## src/rtl/mcu_isa_pkg.sv

```systemverilog
// Shared ISA definitions for the fetch/dispatch stage: opcodes, unit indices,
// fault codes and the fetch FSM state encoding.
package mcu_isa_pkg;

   localparam logic [3:0] OP_ALU    = 4'b0000;
   localparam logic [3:0] OP_ALUI   = 4'b0001;
   localparam logic [3:0] OP_LOAD   = 4'b0010;
   localparam logic [3:0] OP_STORE  = 4'b0011;
   localparam logic [3:0] OP_MOVE   = 4'b0100;
   localparam logic [3:0] OP_BRANCH = 4'b0101;
   localparam logic [3:0] OP_HALT   = 4'b1111;

   localparam int UNIT_ALU    = 0;
   localparam int UNIT_ALUI   = 1;
   localparam int UNIT_LOAD   = 2;
   localparam int UNIT_STORE  = 3;
   localparam int UNIT_MOVE   = 4;
   localparam int UNIT_BRANCH = 5;

   localparam int CNT_W = 8;

   typedef enum logic [1:0] {
      FC_NONE         = 2'b00,
      FC_MEM_TIMEOUT  = 2'b01,
      FC_ILLEGAL_OP   = 2'b10,
      FC_EXEC_TIMEOUT = 2'b11
   } fault_code_e;

   typedef enum logic [2:0] {
      S_IDLE,
      S_FETCH,
      S_WAIT_MEM,
      S_DECODE,
      S_DISPATCH,
      S_EXECUTE,
      S_HALT,
      S_FAULT
   } state_e;

endpackage

```

## src/rtl/instr_decoder.sv

```systemverilog
// Combinational opcode decode: one-hot execution unit select, legality and HALT detect.
module instr_decoder
   import mcu_isa_pkg::*;
#(
   parameter int N_UNITS = 6
)(
   input  logic [3:0]         opcode,
   output logic [N_UNITS-1:0] sel_onehot,
   output logic               legal,
   output logic               is_halt
);

   always_comb begin
      sel_onehot = '0;
      // Opcodes map directly onto unit indices; units beyond N_UNITS stay unselected.
      for (int i = 0; i < N_UNITS; i++) begin
         if (int'(opcode) <= UNIT_BRANCH && int'(opcode) == i)
            sel_onehot[i] = 1'b1;
      end
      legal   = |sel_onehot;
      is_halt = (opcode == OP_HALT);
   end

endmodule

```

## src/rtl/instr_fetch_dispatch.sv

```systemverilog
// Fetch/dispatch stage: reads an instruction word, decodes it, starts the matching
// execution unit and waits for its done before fetching the next word.
module instr_fetch_dispatch
   import mcu_isa_pkg::*;
#(
   parameter int DATA_W       = 16,
   parameter int N_UNITS      = 6,
   parameter int MEM_TIMEOUT  = 255,
   parameter int EXEC_TIMEOUT = 255
)(
   input  logic               clk,
   input  logic               rst,
   input  logic               run,
   input  logic               mem_ready,
   input  logic [DATA_W-1:0]  mem_data,
   input  logic [N_UNITS-1:0] done,
   output logic               PC_out,
   output logic               mem_rd,
   output logic [DATA_W-1:0]  instr,
   output logic [N_UNITS-1:0] start,
   output logic               busy,
   output logic               halted,
   output logic               fault,
   output logic [1:0]         fault_code
);

   state_e             state_q, state_d;
   logic [CNT_W-1:0]   cnt_q;
   logic [N_UNITS-1:0] sel_q;
   logic [N_UNITS-1:0] dec_sel;
   logic               dec_legal, dec_halt;
   logic               done_lat_q;
   logic               done_hit;
   logic               mem_to, exec_to;
   logic [1:0]         fault_code_d;

   function automatic logic [CNT_W-1:0] sat_inc(input logic [CNT_W-1:0] v);
      return (v == '1) ? v : v + 1'b1;
   endfunction

   instr_decoder #(.N_UNITS(N_UNITS)) u_dec (
      .opcode     (instr[15:12]),
      .sel_onehot (dec_sel),
      .legal      (dec_legal),
      .is_halt    (dec_halt)
   );

   // A done that arrives together with start is remembered for the first EXECUTE cycle.
   assign done_hit = (|(done & sel_q)) | done_lat_q;
   assign mem_to   = (cnt_q == CNT_W'(MEM_TIMEOUT - 1));
   assign exec_to  = (cnt_q == CNT_W'(EXEC_TIMEOUT - 1));

   assign PC_out = (state_q == S_FETCH) || (state_q == S_WAIT_MEM);
   assign mem_rd = (state_q == S_FETCH) || (state_q == S_WAIT_MEM);
   assign busy   = !((state_q == S_IDLE) || (state_q == S_HALT) || (state_q == S_FAULT));

   always_comb begin
      state_d      = state_q;
      fault_code_d = fault_code;
      case (state_q)
         S_IDLE:     if (run) state_d = S_FETCH;
         S_FETCH:    state_d = S_WAIT_MEM;
         S_WAIT_MEM: begin
            if (mem_ready) begin
               state_d = S_DECODE;
            end else if (mem_to) begin
               state_d      = S_FAULT;
               fault_code_d = FC_MEM_TIMEOUT;
            end
         end
         S_DECODE: begin
            if (dec_halt) begin
               state_d = S_HALT;
            end else if (dec_legal) begin
               state_d = S_DISPATCH;
            end else begin
               state_d      = S_FAULT;
               fault_code_d = FC_ILLEGAL_OP;
            end
         end
         S_DISPATCH: state_d = S_EXECUTE;
         S_EXECUTE: begin
            if (done_hit) begin
               state_d = S_FETCH;
            end else if (exec_to) begin
               state_d      = S_FAULT;
               fault_code_d = FC_EXEC_TIMEOUT;
            end
         end
         default:    state_d = state_q;
      endcase
   end

   always_ff @(posedge clk or negedge rst) begin
      if (!rst) begin
         state_q    <= S_IDLE;
         cnt_q      <= '0;
         instr      <= '0;
         sel_q      <= '0;
         done_lat_q <= 1'b0;
         start      <= '0;
         halted     <= 1'b0;
         fault      <= 1'b0;
         fault_code <= FC_NONE;
      end else begin
         state_q    <= state_d;
         cnt_q      <= (state_d != state_q) ? '0 : sat_inc(cnt_q);
         if (state_q == S_WAIT_MEM && mem_ready)
            instr <= mem_data;
         if (state_q == S_DECODE)
            sel_q <= dec_sel;
         start      <= (state_d == S_DISPATCH) ? dec_sel : '0;
         done_lat_q <= (state_q == S_DISPATCH) && (|(done & sel_q));
         halted     <= halted | (state_d == S_HALT);
         fault      <= fault | (state_d == S_FAULT);
         fault_code <= fault_code_d;
      end
   end

endmodule
```

## config.mk

```make
export PLATFORM = sky130hd
export DESIGN_NAME = instr_fetch_dispatch
export DESIGN_NICKNAME = d
export VERILOG_FILES = /design/src/rtl/mcu_isa_pkg.sv /design/src/rtl/instr_decoder.sv /design/src/rtl/instr_fetch_dispatch.sv
export SDC_FILE = /design/constraint.sdc
export NUM_CORES = 1
export LEC_CHECK = 0
export BUFFER_PORTS_ARGS = -buffer_cell sky130_fd_sc_hd__clkbuf_2
export CORE_MARGIN = 2
export CORE_UTILIZATION = 50
export DETAILED_ROUTE_END_ITERATION = 8
export PLACE_DENSITY = 0.82
export SYNTH_ARGS = -nofsm -noshare
export SYNTH_HDL_FRONTEND = slang
export SYNTH_HIERARCHICAL = 1
export SYNTH_SLANG_ARGS = --single-unit
```

## constraint.sdc

```tcl
create_clock -name clk -period 2.6 [get_ports clk]
set_clock_uncertainty 0.15 [all_clocks]
set_input_delay 0.26 -clock clk [delete_from_list [all_inputs] [get_ports clk]]
set_output_delay 0.26 -clock clk [all_outputs]
set_load 0.05 [all_outputs]
```

==> metrics, run 1 <==
status=finished, final reports clean; hold slack final=0.0305 ns; slowest CP cell=dfrtp_1; DR iter-0 viols=between 80 and 90; dpl hpwl=3.02 mm; TNS Setup=0 ns; Final nets=259; post-CTS setup repair buffer count=0; critical path data arrival time=around 2.1 ns; Synth Warn #=6; total track usage=0.191; share of cells above drive strength 1=0.392; Mapped Area=~0.0021 mm2; Detailed Route WL=about 4.0 mm; n_diodes=0; FF-to-FF setup slack=a little over 0.5 ns; Worst Hold Path Cells=2; largest net degree at the start of global routing=between 40 and 50; sequential-to-total area share from yosys stat=0.528; GPL Wtd Cong=a little under 0.8; Max IR drop VDD=~0.65 mV; kind of cell adding the most delay to the critical path=simple AND/OR/NAND/NOR gates; die width=around 69 um; Die Height=a little under 70 um; Worst-Skew Late Latency=approximately 0.29 ns; Max Transition Viols Final=0; worst r2r path cells=6; CTS tree=yes; Routed Antenna Nets=0; root buf cell=clkbuf_8; Worst-path clk slew=0.08 ns; max incr delay on CP=0.48 ns; vias=roughly 1.5k; Avg Cell Area, Syn=about 12 um2; reg2reg end=fault_code[0]; GRT overflow=0; CP Cell Sequence=and4_2 -> nor2b_1 -> nor2b_1 -> o21ai_0 -> a22o_4 -> mux2_4; measured slew at the worst slew-check pin=~0.53 ns; synth-to-layout area growth=21.8%; initial antenna violation count=0; number of synthesized flops with an enable pin=0; Final min period=between 2 and 2.5 ns; Ports=55; Util after Layout=0.635; Placement Rows=23; Pre-antenna DRT Iters=4; Synth area leader=dfrtp_1; Top FF cell, synth=dfrtp_1; Core Area=around 0.004 mm2; final setup vio count=0; Slew headroom=0.647; MaxCap Viol Count=0; DRC violations left=0; required time worst endpoint=2.63 ns; worst-path fanout max=10; crit-path most repeated cell=nor2b_1; Starting Density=0.521; Hold Path End=instr[5]; Crit path buffers/inverters=0; static leakage=1.21 nW; pwr dens=between 1000 and 1500 mW/mm2; vias in the first global route=1,398; share of the synthesized area in the top cell type=0.528; CTS Buf Count=5; fin crit share=0.801; H-tree depth=2; RSZ-0062 raised after global routing=no; Pwr Total=3.14 mW; Hold Crit Class=in2reg; Synthesized Nets=201; routed wire length per instance=14.3 um; gate count of the mapped netlist=about 170; Clock Sinks=44; first-pass GRT wire length=~6.6 mm; top post-synthesis cells by area=dfrtp_1 53%, mux2_2 6.5%, mux2_1 5.4%; startpoint types=flip-flop; Critical Path End Type=flip-flop; clk buf depth=2; Async SR Flop Fraction=1.00; Distinct cells, synth=between 40 and 50; Die ar.=approximately 0.0047 mm2; critical path type=reg2reg; Hold Vio Cnt, Final=0; routed vias/inst=~5.4; Max Freq=between 0.4 and 0.5 GHz; Yosys reg bits=44; IO buf count=54; Hold Startpoint=mem_data[5]; RR Startpoint=instr[15]
cell usage after synthesis (3+ instances only):
cell      count
a211oi_1      3
a22oi_2       3
and2_1        6
clkbuf_1      3
dfrtp_1      44
inv_1         4
mux2_1       10
mux2_2       12
nand2_1       6
nand3_1       6
nor2_1       14
nor2b_1       4
nor3_1        3
nor4b_1       3
o21ai_0       7
cell usage in the layout (no fill, tap or decap), types with 3 or more instances in the layout:
cell,n
a211oi_1,3
o21ai_0,7
clkbuf_8,7
a22oi_2,3
nand3_1,6
nor2_1,14
nor4b_1,3
and2_1,6
nor3_1,3
nor2b_1,4
mux2_1,10
mux2_2,12
inv_1,4
nand2_1,6
clkbuf_2,54
dfrtp_1,44
worst max-delay path by stage:
stage	startpoint	endpoint	slack (ns)	cells after the start
global route	instr[13]	fault_code[0]	0.41	6
CTS	instr[15]	fault_code[0]	0.52	6
global placement	instr[13]	fault_code[1]	0.60	6
floorplan	instr[13]	fault_code[0]	0.42	6
finish	instr[15]	fault_code[0]	0.52	6
detailed placement	instr[13]	fault_code[0]	0.55	6
area by class of cell:
type	instances	area, um2
multi-input cells	119	940
repair buffers	57	295
inverters	4	15.0
clock inverters	1	30.0
flip-flops and latches	44	1100
clock buffers	7	96.3
fillers	308	1460
well taps	50	62.6
per-stage QoR:
stage	instances	setup slack, ns	instance area [um2]
global route	282	0.411	2540
detailed placement	273	0.547	2400
global placement	273	0.599	2400
floorplan	173	0.420	2090
CTS	282	0.517	2540
finish	282	0.516	2540
worst register-to-register path: stages, from the launching register on:
cell	delay (ns)
dfrtp_1	0.48
and4_2	0.25
nor2b_1	0.16
nor2b_1	0.20
o21ai_0	0.13
a22o_4	0.30
mux2_4	0.30
sequential cells by signal, summed over array words and instances, names as in the netlist:
signal,cells
instr,16
cnt_q,8
sel_q,6
start,6
state_q,3
fault_code,2
done_lat_q,1
fault,1
halted,1
power by group:
group	switching, mW	internal, mW
clock	0.222	0.339
combinational	0.961	0.480
sequential	0.236	0.903
cells by family after synthesis:
logic type               after synthesis  share of synthesized area
multiplexers                          24                      0.133
XOR/XNOR                               3                     0.0126
AO/OA/AOI/OAI                         31                      0.115
adder cells (fa/ha/maj)                2                     0.0120
buffers and inverters                 10                     0.0216
flip-flops                            44                      0.528
AND/OR/NAND/NOR                       59                      0.178
repair_timing:
action                    CTS  global route
hold buffers                1             0
hold endpoints to repair   44             0
resized for setup           0             0
metal layers:
layer / global-route usage / routed length (um) / share of wire / up-vias
li1: - / - / - / 749
met1: 0.238 / 1790 / 0.44 / 744
met2: 0.320 / 2000 / 0.50 / 26
met3: 0.0536 / 201 / 0.050 / 4
met4: 0.0600 / 42 / 0.010 / 0
met5: 0 / 0 / 0 / -
(Power assumes the default switching activity.)
==> inputs of run 2 (changes only) <==
--- a/config.mk
+++ b/config.mk
@@ -5,11 +5,12 @@
 export SDC_FILE = /design/constraint.sdc
 export NUM_CORES = 1
 export LEC_CHECK = 0
+export ABC_AREA = 1
 export BUFFER_PORTS_ARGS = -buffer_cell sky130_fd_sc_hd__clkbuf_2
 export CORE_MARGIN = 2
-export CORE_UTILIZATION = 50
+export CORE_UTILIZATION = 47
 export DETAILED_ROUTE_END_ITERATION = 8
-export PLACE_DENSITY = 0.82
+export PLACE_DENSITY = 0.81
 export SYNTH_ARGS = -nofsm -noshare
 export SYNTH_HDL_FRONTEND = slang
 export SYNTH_HIERARCHICAL = 1
==> constraint.sdc (replaced) <==
create_clock -name clk -period 1.8 [get_ports clk]
set_clock_uncertainty 0.15 [all_clocks]
set_input_delay 0.18 -clock clk [delete_from_list [all_inputs] [get_ports clk]]
set_output_delay 0.18 -clock clk [all_outputs]
set_load 0.05 [all_outputs]
==> run 2 against run 1 <==
Compared with the run above:
- synthesized area rose by 1.0%
- global-route usage is 2.2 points higher
- highest routed layer unchanged
- hold slack better by 0.077 ns
- synthesized cell count grew 53%
- worst setup slack got worse by 0.43 ns
- utilization increased by 3.1 points
- die area rose by 7.0%
- clock power grew 7.0%
- flip-flop and latch count did not move
- largest cell class unchanged
- sequential power decreased by 13%
==> metrics, run 2 <==
status=finished, final reports clean; Hold Crit Class=in2reg; NetSw=between 0.3 and 0.4 mW; Worst-Skew Late Latency=0.30 ns; Max Transition Viols Final=0; most common library cells after synthesis=97 x nand2_1, 44 x dfrtp_1, 27 x inv_1, 27 x nor2_1, 12 x o21ai_0; Ports=55; leading cell type in the layout, fill and taps excluded=nand2_1; worst r2r path cells=10; Worst-path clk slew=~0.080 ns; GRT overflow=0; total track usage=0.213; required time worst endpoint=1.86 ns; Top FF cell, synth=dfrtp_1; Pre-antenna DRT Iters=4; fin crit share=0.953; Synth area leader=dfrtp_1; Synthesized Nets=approximately 290; Die ar.=~0.0050 mm2; Clock Sinks=44; clock network power share=0.360; Final nets=roughly 380; Async SR Flop Fraction=1.00; Max IR drop VDD=0.551 mV; share of the synthesized area in the top cell type=0.523; FF-to-FF setup slack=about 0.085 ns; die width=71.0 um; critical path type=reg2reg; routed vias/inst=slightly below 5; Routed Antenna Nets=0; Final min period=1.72 ns; Detailed Route WL=5.04 mm; Inst Count DP=roughly 370; sequential-to-total area share from yosys stat=0.523; vias in the first global route=approximately 1.9k; GPL Wtd Cong=about 0.97; clk buf depth=2; commonest non-fill, non-tap cells in the layout=93 x nand2_1, 52 x clkbuf_2, 37 x dfrtp_1; H-tree depth=2; Max Freq=0.583 GHz; final instance area=between 0.002 and 0.003 mm2; Slew headroom=0.642; Avg Cell Area, Syn=between 7 and 8 um2; Hold Vio Cnt, Final=0; gate count of the mapped netlist=between 200 and 300; share of cells above drive strength 1=0.338; DR iter-0 viols=92; Flop pwr share=0.593; Fillers=about 340; measured slew at the worst slew-check pin=between 0.5 and 0.6 ns; Worst Hold Path Cells=5; largest net degree at the start of global routing=between 40 and 50; worst-path fanout max=8; Starting Density=0.487; vias=between 1.5k and 2k; Hold Path End=done_lat_q; first-pass GRT wire length=8.38 mm; Placement Rows=24; pwr dens=approximately 580 mW/mm2; startpoint types=flip-flop; Area after DPL=0.00247 mm2; Logic pwr share=0.047; Mapped Area=between 0.002 and 0.0025 mm2; final setup vio count=0; MaxCap Viol Count=0; top-count cell post-synth=nand2_1; Synth Warn #=6; IO buf count=54; DRC violations left=0; sw frac=0.217; n_diodes=0; number of synthesized flops with an enable pin=0; static leakage=1.50 nW; Die Height=about 71 um; Internal=roughly 1.3 mW; dpl hpwl=roughly 3.4 mm; root buf cell=clkbuf_8; initial antenna violation count=0; top post-synthesis cells by area=dfrtp_1 52%, nand2_1 17%, inv_1 4.8%; Critical Path End Type=flip-flop; reg2reg end=cnt_q[5]; max FFs per register=16; routed wire length per instance=roughly 12 um; synth-to-layout area growth=36.8%; Core Area=0.00432 mm2; CTS Buf Count=5; Yosys reg bits=44; RSZ-0062 raised after global routing=yes; CTS tree=yes; Distinct cells, synth=26; Top Registers=instr (16), cnt_q (8); Layout Cells excl Fill=404; RR Startpoint=cnt_q[1]; largest reg by FF count=instr; critical path data arrival time=between 1.5 and 2 ns; Hold Startpoint=done[4]
[run 2: routing by layer]
layer	global-route usage	share of wire
met5	0	0
met4	0.0692	0.017
met1	0.262	0.44
met2	0.366	0.51
met3	0.0556	0.038
[run 2: timing repair]
item,CTS,global route
endpoints found under the hold margin,60,0
buffers inserted,0,7
setup endpoints to repair,10,12
resized for setup,3,28
hold buffers,17,0
pin swaps,0,7
[run 2: power groups by stage]
stage,clock network [mW],logic [mW],registers [mW]
after CTS,0.616,0.0774,0.987
final,0.600,0.0778,0.987
after detailed placement,0,0.0485,1.01
after global routing,0.668,0.0856,0.987
after floorplan,0,0.000404,1.01
after global placement,0,0.0477,1.01
[run 2: kinds of logic (layout without fill, tap and decap cells)]
family	count (synthesis)	in the layout	synth area share
XOR/XNOR	3	3	0.0125
AND/OR/NAND/NOR	155	155	0.315
buffers and inverters	37	125	0.0736
flip-flops	44	44	0.523
AO/OA/AOI/OAI	23	23	0.0647
adder cells (fa/ha/maj)	2	2	0.0119
[run 2: area by class of cell]
class                   count  area, um2  area share
flip-flops and latches     44       1110       0.385
multi-input cells         183        947       0.329
repair buffers             86        558       0.194
inverters                  31        116      0.0404
clock buffers               6       72.6      0.0252
well taps                  52       65.1      0.0226
clock inverters             2       12.5     0.00434
[run 2: per-stage QoR]
stage	hold slack, ns	utilization	power, mW	setup WS [ns]	TNS (ns)
6_report	0.108	0.666	1.67	0.0849	0
3_3_place_gp	0.133	0.571	1.05	0.0613	0
3_5_place_dp	0.138	0.571	1.06	0.0116	0
5_1_grt	0.143	0.666	1.74	-0.0591	-0.252
2_1_floorplan	-0.266	-	1.01	0.0430	0
4_1_cts	0.105	0.632	1.68	0.0172	0
[run 2: worst max-delay path, stage by stage (launching register included)]
cell and delay [ns]:
dfrtp_1 0.43, ha_1 0.20, inv_1 0.09, nor2_4 0.06
nand2_2 0.09, nor2_2 0.06, nor2_2 0.10, nand2_1 0.07
inv_2 0.06, nand3_4 0.12, nor3_1 0.20
[run 2: worst max path at each step]
stage	startpoint	endpoint	slack (ns)	depth (start not counted)
after global routing	cnt_q[0]	cnt_q[7]	-0.06	11
final	cnt_q[1]	cnt_q[5]	0.08	10
after global placement	state_q[0]	cnt_q[3]	0.06	4
after detailed placement	cnt_q[0]	cnt_q[1]	0.01	11
after floorplan	instr[13]	cnt_q[2]	0.04	6
after CTS	instr[13]	cnt_q[1]	0.02	9
